===== src/rtl/csr_ctrl_if.sv =====
// Pipeline-facing bundle of the CSR/trap unit: decode read port, WB write port,
// WB exception/ertn report, interrupt lines and the flush/redirect to fetch.
interface csr_ctrl_if;
    logic [13:0] csr_rnum;
    logic [31:0] csr_rval;
    logic        csr_we;
    logic [13:0] csr_wnum;
    logic [31:0] csr_wmask;
    logic [31:0] csr_wval;
    logic        wb_exc;
    logic [5:0]  wb_ecode;
    logic [8:0]  wb_esubcode;
    logic [31:0] wb_pc;
    logic [31:0] wb_vaddr;
    logic        ertn_flush;
    logic [7:0]  hw_int_in;
    logic        ipi_int_in;
    logic        has_int;
    logic        flush;
    logic [31:0] flush_target;

    modport master (
        output csr_rnum, csr_we, csr_wnum, csr_wmask, csr_wval,
               wb_exc, wb_ecode, wb_esubcode, wb_pc, wb_vaddr, ertn_flush,
               hw_int_in, ipi_int_in,
        input  csr_rval, has_int, flush, flush_target
    );

    modport slave (
        input  csr_rnum, csr_we, csr_wnum, csr_wmask, csr_wval,
               wb_exc, wb_ecode, wb_esubcode, wb_pc, wb_vaddr, ertn_flush,
               hw_int_in, ipi_int_in,
        output csr_rval, has_int, flush, flush_target
    );
endinterface


===== src/rtl/csr_ctrl.sv =====
// CSR file and trap sequencer: trap state (CRMD/PRMD/ESTAT/ERA/BADV), exception
// and ertn redirect, stable-counter timer and interrupt-pending detection.
module csr_ctrl #(
    parameter int unsigned TIMER_W = 32,
    parameter logic [31:0] TID_RST = 32'h0
) (
    input logic       clk,
    input logic       resetn,
    csr_ctrl_if.slave bus
);

    localparam logic [13:0] CSR_CRMD   = 14'h000;
    localparam logic [13:0] CSR_PRMD   = 14'h001;
    localparam logic [13:0] CSR_ECFG   = 14'h004;
    localparam logic [13:0] CSR_ESTAT  = 14'h005;
    localparam logic [13:0] CSR_ERA    = 14'h006;
    localparam logic [13:0] CSR_BADV   = 14'h007;
    localparam logic [13:0] CSR_EENTRY = 14'h00C;
    localparam logic [13:0] CSR_SAVE0  = 14'h030;
    localparam logic [13:0] CSR_SAVE1  = 14'h031;
    localparam logic [13:0] CSR_SAVE2  = 14'h032;
    localparam logic [13:0] CSR_SAVE3  = 14'h033;
    localparam logic [13:0] CSR_TID    = 14'h040;
    localparam logic [13:0] CSR_TCFG   = 14'h041;
    localparam logic [13:0] CSR_TVAL   = 14'h042;
    localparam logic [13:0] CSR_TICLR  = 14'h044;

    localparam logic [31:0] CRMD_RST  = 32'h0000_0008;
    localparam logic [31:0] CRMD_WR   = 32'h0000_000F;
    localparam logic [31:0] PRMD_WR   = 32'h0000_0007;
    localparam logic [31:0] ECFG_WR   = 32'h0000_1BFF;
    localparam logic [31:0] EENTRY_WR = 32'hFFFF_FFC0;
    localparam logic [31:0] TCFG_WR   = 32'hFFFF_FFFF >> (32 - TIMER_W);

    typedef enum logic [1:0] {T_IDLE, T_RUN, T_DONE} timer_state_e;

    logic [31:0]        crmd, prmd, ecfg, estat, era, badv, eentry, tid, tcfg;
    logic [31:0]        save [4];
    logic [TIMER_W-1:0] tval, tval_nxt;
    timer_state_e       t_state, t_state_nxt;
    logic               ertn, wr_ok, tcfg_wr, ticlr_hit, timer_fire, has_int_q;
    logic [31:0]        tcfg_new, rval;

    function automatic logic [31:0] merge(input logic [31:0] old, input logic [31:0] writable,
                                          input logic [31:0] wval, input logic [31:0] wmask);
        return (old & ~(wmask & writable)) | (wval & wmask & writable);
    endfunction

    assign ertn      = bus.ertn_flush & ~bus.wb_exc;
    // The instruction that traps or returns retires no CSR write of its own.
    assign wr_ok     = bus.csr_we & ~(bus.wb_exc | bus.ertn_flush);
    assign tcfg_wr   = wr_ok && (bus.csr_wnum == CSR_TCFG);
    assign tcfg_new  = merge(tcfg, TCFG_WR, bus.csr_wval, bus.csr_wmask);
    assign ticlr_hit = wr_ok && (bus.csr_wnum == CSR_TICLR) && bus.csr_wval[0] && bus.csr_wmask[0];

    assign bus.flush        = bus.wb_exc | bus.ertn_flush;
    assign bus.flush_target = bus.wb_exc ? eentry : era;
    assign bus.has_int      = has_int_q;
    assign bus.csr_rval     = rval;

    // NOTE: sequential state uses <= only, so every read in this block sees the
    // pre-edge value regardless of statement order.
    always_ff @(posedge clk or negedge resetn) begin
        if (!resetn) begin
            crmd      <= CRMD_RST;
            prmd      <= '0;
            ecfg      <= '0;
            estat     <= '0;
            era       <= '0;
            badv      <= '0;
            eentry    <= '0;
            tid       <= TID_RST;
            tcfg      <= '0;
            has_int_q <= 1'b0;
            // NOTE: the SAVE array is four plain registers, not a RAM macro, so it
            // is reset with everything else.
            for (int i = 0; i < 4; i++) save[i] <= '0;
        end else begin
            estat[9:2] <= bus.hw_int_in;
            estat[12]  <= bus.ipi_int_in;
            if (timer_fire)     estat[11] <= 1'b1;
            else if (ticlr_hit) estat[11] <= 1'b0;
            has_int_q <= crmd[2] & |(estat[12:0] & ecfg[12:0]);

            if (bus.wb_exc) begin
                prmd[2:0]    <= crmd[2:0];
                crmd[2:0]    <= 3'b000;
                era          <= bus.wb_pc;
                estat[21:16] <= bus.wb_ecode;
                estat[30:22] <= bus.wb_esubcode;
                if (bus.wb_ecode == 6'h08 || bus.wb_ecode == 6'h09) badv <= bus.wb_vaddr;
            end else if (ertn) begin
                crmd[2:0] <= prmd[2:0];
            end else if (wr_ok) begin
                case (bus.csr_wnum)
                    CSR_CRMD:   crmd   <= merge(crmd, CRMD_WR, bus.csr_wval, bus.csr_wmask);
                    CSR_PRMD:   prmd   <= merge(prmd, PRMD_WR, bus.csr_wval, bus.csr_wmask);
                    CSR_ECFG:   ecfg   <= merge(ecfg, ECFG_WR, bus.csr_wval, bus.csr_wmask);
                    CSR_ESTAT:  estat[1:0] <= (estat[1:0] & ~bus.csr_wmask[1:0])
                                            | (bus.csr_wval[1:0] & bus.csr_wmask[1:0]);
                    CSR_ERA:    era    <= merge(era, 32'hFFFF_FFFF, bus.csr_wval, bus.csr_wmask);
                    CSR_BADV:   badv   <= merge(badv, 32'hFFFF_FFFF, bus.csr_wval, bus.csr_wmask);
                    CSR_EENTRY: eentry <= merge(eentry, EENTRY_WR, bus.csr_wval, bus.csr_wmask);
                    CSR_SAVE0, CSR_SAVE1, CSR_SAVE2, CSR_SAVE3:
                        save[bus.csr_wnum[1:0]] <= merge(save[bus.csr_wnum[1:0]], 32'hFFFF_FFFF,
                                                         bus.csr_wval, bus.csr_wmask);
                    CSR_TID:    tid    <= merge(tid, 32'hFFFF_FFFF, bus.csr_wval, bus.csr_wmask);
                    CSR_TCFG:   tcfg   <= tcfg_new;
                    default:    ;
                endcase
            end
        end
    end

    // Timer: state register, next-state logic, counter datapath.
    always_ff @(posedge clk or negedge resetn) begin
        if (!resetn) begin
            t_state <= T_IDLE;
            tval    <= '0;
        end else begin
            t_state <= t_state_nxt;
            tval    <= tval_nxt;
        end
    end

    // NOTE: every always_comb output gets a default first, so no path can infer a latch.
    always_comb begin
        t_state_nxt = t_state;
        if (tcfg_wr)                                          t_state_nxt = tcfg_new[0] ? T_RUN : T_IDLE;
        else if (t_state == T_RUN && tval == '0 && !tcfg[1]) t_state_nxt = T_DONE;
    end

    always_comb begin
        timer_fire = (t_state == T_RUN) && (tval == '0);
        tval_nxt   = tval;
        if (tcfg_wr)                 tval_nxt = {tcfg_new[TIMER_W-1:2], 2'b00};
        else if (timer_fire)         tval_nxt = tcfg[1] ? {tcfg[TIMER_W-1:2], 2'b00} : '0;
        else if (t_state == T_RUN)   tval_nxt = tval - TIMER_W'(1);
    end

    always_comb begin
        rval = '0;
        case (bus.csr_rnum)
            CSR_CRMD:   rval = crmd;
            CSR_PRMD:   rval = prmd;
            CSR_ECFG:   rval = ecfg;
            CSR_ESTAT:  rval = estat;
            CSR_ERA:    rval = era;
            CSR_BADV:   rval = badv;
            CSR_EENTRY: rval = eentry;
            CSR_SAVE0, CSR_SAVE1, CSR_SAVE2, CSR_SAVE3: rval = save[bus.csr_rnum[1:0]];
            CSR_TID:    rval = tid;
            CSR_TCFG:   rval = tcfg;
            CSR_TVAL:   rval = 32'(tval);
            default:    rval = '0;
        endcase
    end

endmodule


===== src/flat_wrapper.sv =====
// flat-port wrapper written by rule: the top's interface ports become plain ports
module csr_ctrl_flat 
#(
    parameter int unsigned TIMER_W = 32,
    parameter logic [31:0] TID_RST = 32'h0
)
  (clk, resetn, bus_csr_rnum, bus_csr_we, bus_csr_wnum, bus_csr_wmask, bus_csr_wval, bus_wb_exc, bus_wb_ecode, bus_wb_esubcode, bus_wb_pc, bus_wb_vaddr, bus_ertn_flush, bus_hw_int_in, bus_ipi_int_in, bus_csr_rval, bus_has_int, bus_flush, bus_flush_target);
  csr_ctrl_if bus_i ();
  input logic clk;
  input logic resetn;
  input wire logic [$bits(bus_i.csr_rnum)-1:0] bus_csr_rnum;
  input wire logic [$bits(bus_i.csr_we)-1:0] bus_csr_we;
  input wire logic [$bits(bus_i.csr_wnum)-1:0] bus_csr_wnum;
  input wire logic [$bits(bus_i.csr_wmask)-1:0] bus_csr_wmask;
  input wire logic [$bits(bus_i.csr_wval)-1:0] bus_csr_wval;
  input wire logic [$bits(bus_i.wb_exc)-1:0] bus_wb_exc;
  input wire logic [$bits(bus_i.wb_ecode)-1:0] bus_wb_ecode;
  input wire logic [$bits(bus_i.wb_esubcode)-1:0] bus_wb_esubcode;
  input wire logic [$bits(bus_i.wb_pc)-1:0] bus_wb_pc;
  input wire logic [$bits(bus_i.wb_vaddr)-1:0] bus_wb_vaddr;
  input wire logic [$bits(bus_i.ertn_flush)-1:0] bus_ertn_flush;
  input wire logic [$bits(bus_i.hw_int_in)-1:0] bus_hw_int_in;
  input wire logic [$bits(bus_i.ipi_int_in)-1:0] bus_ipi_int_in;
  output wire logic [$bits(bus_i.csr_rval)-1:0] bus_csr_rval;
  output wire logic [$bits(bus_i.has_int)-1:0] bus_has_int;
  output wire logic [$bits(bus_i.flush)-1:0] bus_flush;
  output wire logic [$bits(bus_i.flush_target)-1:0] bus_flush_target;
  assign bus_i.csr_rnum = bus_csr_rnum;
  assign bus_i.csr_we = bus_csr_we;
  assign bus_i.csr_wnum = bus_csr_wnum;
  assign bus_i.csr_wmask = bus_csr_wmask;
  assign bus_i.csr_wval = bus_csr_wval;
  assign bus_i.wb_exc = bus_wb_exc;
  assign bus_i.wb_ecode = bus_wb_ecode;
  assign bus_i.wb_esubcode = bus_wb_esubcode;
  assign bus_i.wb_pc = bus_wb_pc;
  assign bus_i.wb_vaddr = bus_wb_vaddr;
  assign bus_i.ertn_flush = bus_ertn_flush;
  assign bus_i.hw_int_in = bus_hw_int_in;
  assign bus_i.ipi_int_in = bus_ipi_int_in;
  assign bus_csr_rval = bus_i.csr_rval;
  assign bus_has_int = bus_i.has_int;
  assign bus_flush = bus_i.flush;
  assign bus_flush_target = bus_i.flush_target;
  csr_ctrl #(.TIMER_W(TIMER_W), .TID_RST(TID_RST)) u_core (.clk(clk), .resetn(resetn), .bus(bus_i));
endmodule

===== config.mk =====
export PLATFORM = sky130hd
export DESIGN_NAME = csr_ctrl_flat
export DESIGN_NICKNAME = d
export VERILOG_FILES = /design/src/rtl/csr_ctrl_if.sv /design/src/rtl/csr_ctrl.sv /design/src/flat_wrapper.sv
export SDC_FILE = /design/constraint.sdc
export NUM_CORES = 1
export LEC_CHECK = 0
export CAP_MARGIN = 10
export CORE_MARGIN = 2
export CORE_UTILIZATION = 57
export CTS_BUF_LIST = sky130_fd_sc_hd__clkbuf_16
export DETAILED_ROUTE_END_ITERATION = 10
export PLACE_DENSITY_LB_ADDON = 0.25
export SYNTH_ARGS = -nofsm -noshare
export SYNTH_HDL_FRONTEND = slang
export SYNTH_SLANG_ARGS = --single-unit

===== constraint.sdc =====
create_clock -name clk -period 3.3 [get_ports clk]
set_clock_uncertainty 0.1 [all_clocks]
set_input_delay 0.66 -clock clk [delete_from_list [all_inputs] [get_ports clk]]
set_output_delay 0.66 -clock clk [all_outputs]
set_load 0.05 [all_outputs]

==> metrics.md <==
| Metric | Value |
|---|---|
| Total grt overflow | `0` |
| Clock Sinks | `363` |
| Number of synthesized register bits | `363` |
| DP Worst Slack | `-366 ps` |
| Placed Area | `0.0240 mm^2` |
| Initial core utilization | `57.8%` |
| Die H | `191 um` |
| Synth Area per Inst | `10.2 um^2` |
| Total wire length | `71,300 um` |
| CTS H-Tree Depth | `2` |
| Cell count after synthesis | `1,966` |
| Via count | `18,800` |
| Worst setup margin | `16.8 ps` |
| Final setup viols | `0` |
| 1st-iter DRT viols | `2,496` |
| Slew Viols, Final | `0` |
| CP startpoint | `bus_csr_rnum[6]` |
| WL/cell | `26.1 um` |
| Multi-input gate area | `0.0104 mm^2` |
| Worst slew margin | `42.5%` |
| Root Driver | `clkbuf_16` |
| Fraction of the yosys area taken by sequential cells | `45.5%` |
| Syn nets | `2,152` |
| Final hold violations | `0` |
| Residual DRC count | `0` |
| Minimum clock period | `3280 ps` |
| Ant diodes | `0` |
| Met3 GRT Util | `7.55%` |
| Hold Crit Class | `flip-flop to flip-flop` |
| Mapped cell area | `0.0200 mm^2` |
| Worst Max-Slew Pin Slew | `863 ps` |
| Antenna-violating nets left | `0` |
| Critical Path Sink Type | `output port` |
| Max Root-Sink Buffers | `3` |
| Commonest non-fill, non-tap cell in the layout | `dfrtp_1` |
| CP Data Arrival Time | `2520 ps` |
| HP Start | `u_core.save[31]` |
| Clock-pin slew on the worst setup and hold paths | `50 ps` |
| Die X | `191 um` |
| Busiest grt layer | `met2` |
| Buffers on Ports | `250` |
| Final Instance Count excl. Fillers | `2,734` |
| Dpl cells | `2,653` |
| PwrDens | `393 mW/mm^2` |
| CTS tree | `yes` |
| First-pass GRT wire length | `108,000 um` |
| Clk Latency, worst-skew pair | `550 ps` |
| Yosys warnings | `5` |
| Post-synth EDFFs | `0` |
| Core Util, Final | `73.7%` |
| Fin area | `0.0255 mm^2` |
| Vias in the first global route | `18,500` |
| Post-synthesis async set-or-reset flop share | `100%` |
| Most used DFF post-synth | `dfrtp_1` |
| Critical Path RT | `2540 ps` |
| Row count | `68` |
| P&R area growth vs syn | `27.5%` |
| Router iterations before antenna repair | `7` |
| Vias per cell | `6.86` |
| Critical path class | `input port to output port` |
| Max-cap viol count | `0` |
| Fraction of layout cells with a size suffix above 1 | `23.3%` |
| Cell variety after synth | `68` |
| CTS Buf Count | `39` |
| RD Place Congestion | `0.943` |
| Antenna violations before repair | `2` |
| Crit Path Max Fanout | `4` |
| Met2 Track Usage GR | `61.2%` |
| Commonest non-fill, non-tap cells in the layout | `dfrtp_1 (362), nand2_1 (345), o21ai_0 (194), clkdlybuf4s50_1 (173), mux2_2 (146)` |
| Outcome | `complete, no violations` |
| R2R Path Start | `u_core.tval[14]` |
| Largest net degree at the start of global routing | `76` |
| Setup crit start kind | `input port` |
| Top Ports | `251` |
| Flip-flop and latch area | `0.00908 mm^2` |
| GR Util met1 | `53.4%` |
| Full die area | `0.0365 mm^2` |
| Leak | `11.1 nW` |
| Post-DP HPWL | `49,300 um` |
| Layout net count | `2,436` |
| Fmax | `0.305 GHz` |
| Core box area | `0.0345 mm^2` |
| Filler Cells Inserted | `2,471` |
| Final period util | `99.5%` |
| All-Layer GR Usage | `39.1%` |
| Maximum VDD drop | `0.395 mV` |
==> per-layer routing <==
layer / vias up / wire length (um)
met5: - / 27
met4: 4 / 3350
met3: 261 / 7960
met2: 1311 / 32900
met1: 9284 / 27000
li1: 7891 / -
==> cell usage after synthesis (8+ instances only) <==
| master | number | area share, % |
|---|---|---|
| dfrtp_1 | 362 | 45 |
| nand2_1 | 345 | 6.5 |
| o21ai_0 | 194 | 4.9 |
| mux2_2 | 146 | 8.2 |
| clkbuf_1 | 114 | 2.1 |
| mux2i_1 | 93 | 4.7 |
| nor2_1 | 84 | 1.6 |
| mux4_2 | 64 | 7.2 |
| nor3_1 | 59 | 1.5 |
| a22oi_1 | 51 | 1.9 |
| nand3_1 | 50 | 1.3 |
| a222oi_1 | 46 | 2.3 |
| a21oi_1 | 39 | 0.98 |
| buf_1 | 24 | 0.45 |
| inv_1 | 23 | 0.43 |
| o32ai_1 | 22 | 0.96 |
| nor3b_1 | 19 | 0.71 |
| nand4_1 | 16 | 0.50 |
| nor2b_1 | 16 | 0.50 |
| buf_2 | 13 | 0.33 |
| a221oi_1 | 12 | 0.53 |
| nor4_1 | 11 | 0.34 |
| or3_1 | 10 | 0.31 |
| nand2b_1 | 9 | 0.28 |
| a22o_1 | 8 | 0.35 |
| o21bai_1 | 8 | 0.30 |
| xor2_1 | 8 | 0.35 |
==> what timing repair did <==
action | in CTS | in global routing
hold endpoints to repair | 2 | 0
gates resized for setup | 34 | 27
pin swaps | 14 | 14
setup endpoints to repair | 32 | 31
hold buffers | 1 | 0
buffers inserted | 7 | 5
cloned | 0 | 0
==> through the flow <==
stage               TNS (ps)  power (W)  hold slack, ps
floorplan              -9.08    0.00514             264
CTS                        0    0.00999             399
finish                     0     0.0100             394
global placement       -9530    0.00572             374
global route           -15.8     0.0103             428
detailed placement     -9590    0.00574             387
==> critical path: stages <==
cell and delay, ps:
dlygate4sd2_1 270, nor2b_2 170, nand4_1 180, nor2_1 70, buf_4 160, a22oi_2 140, nand4_1 260, a221o_1 420
buf_12 180
==> path summary, 6_finish.rpt <==
path	slack, ps	cells after the start	end
worst max-delay path	20	9	bus_csr_rval[0]
worst min-delay path	390	2	u_core.save[31]
worst max register to register	220	6	u_core.tval[28]
worst min register to register	390	2	u_core.save[31]
max in group asynchronous	1740	3	asynchronous set/reset pin
min in group asynchronous	570	2	asynchronous set/reset pin
==> kinds of logic (layout without fill, tap and decap cells) <==
family | after synthesis | after routing | synth area share [%]
and+or+nand+nor | 659 | 659 | 15.2
AOI/OAI and AO/OA | 453 | 453 | 15.2
DFF | 363 | 363 | 45.5
muxes | 303 | 303 | 20.1
buffers and inverters | 175 | 488 | 3.41
xor gates and xnor gates | 12 | 12 | 0.526
adders and majority gates | 1 | 1 | 0.0627
==> cell type report <==
| class | instances | area share, % |
|---|---|---|
| clock buffers | 39 | 3.83 |
| clock inverters | 31 | 0.993 |
| inverters | 23 | 0.339 |
| multi-input cells | 1428 | 40.8 |
| flip-flops and latches | 363 | 35.7 |
| well taps | 455 | 2.24 |
| repair buffers | 395 | 16.1 |
==> power by group <==
group / leakage [nW] / total [W] / internal, W / switching (W)
logic: 5.62 / 0.00105 / 0.000455 / 0.000596
clock network: 0.636 / 0.00432 / 0.00247 / 0.00185
registers: 4.82 / 0.00464 / 0.00455 / 0.0000853
total: 11.1 / 0.0100 / 0.00748 / 0.00253
No activity file was read; power rests on OpenSTA's default activity.
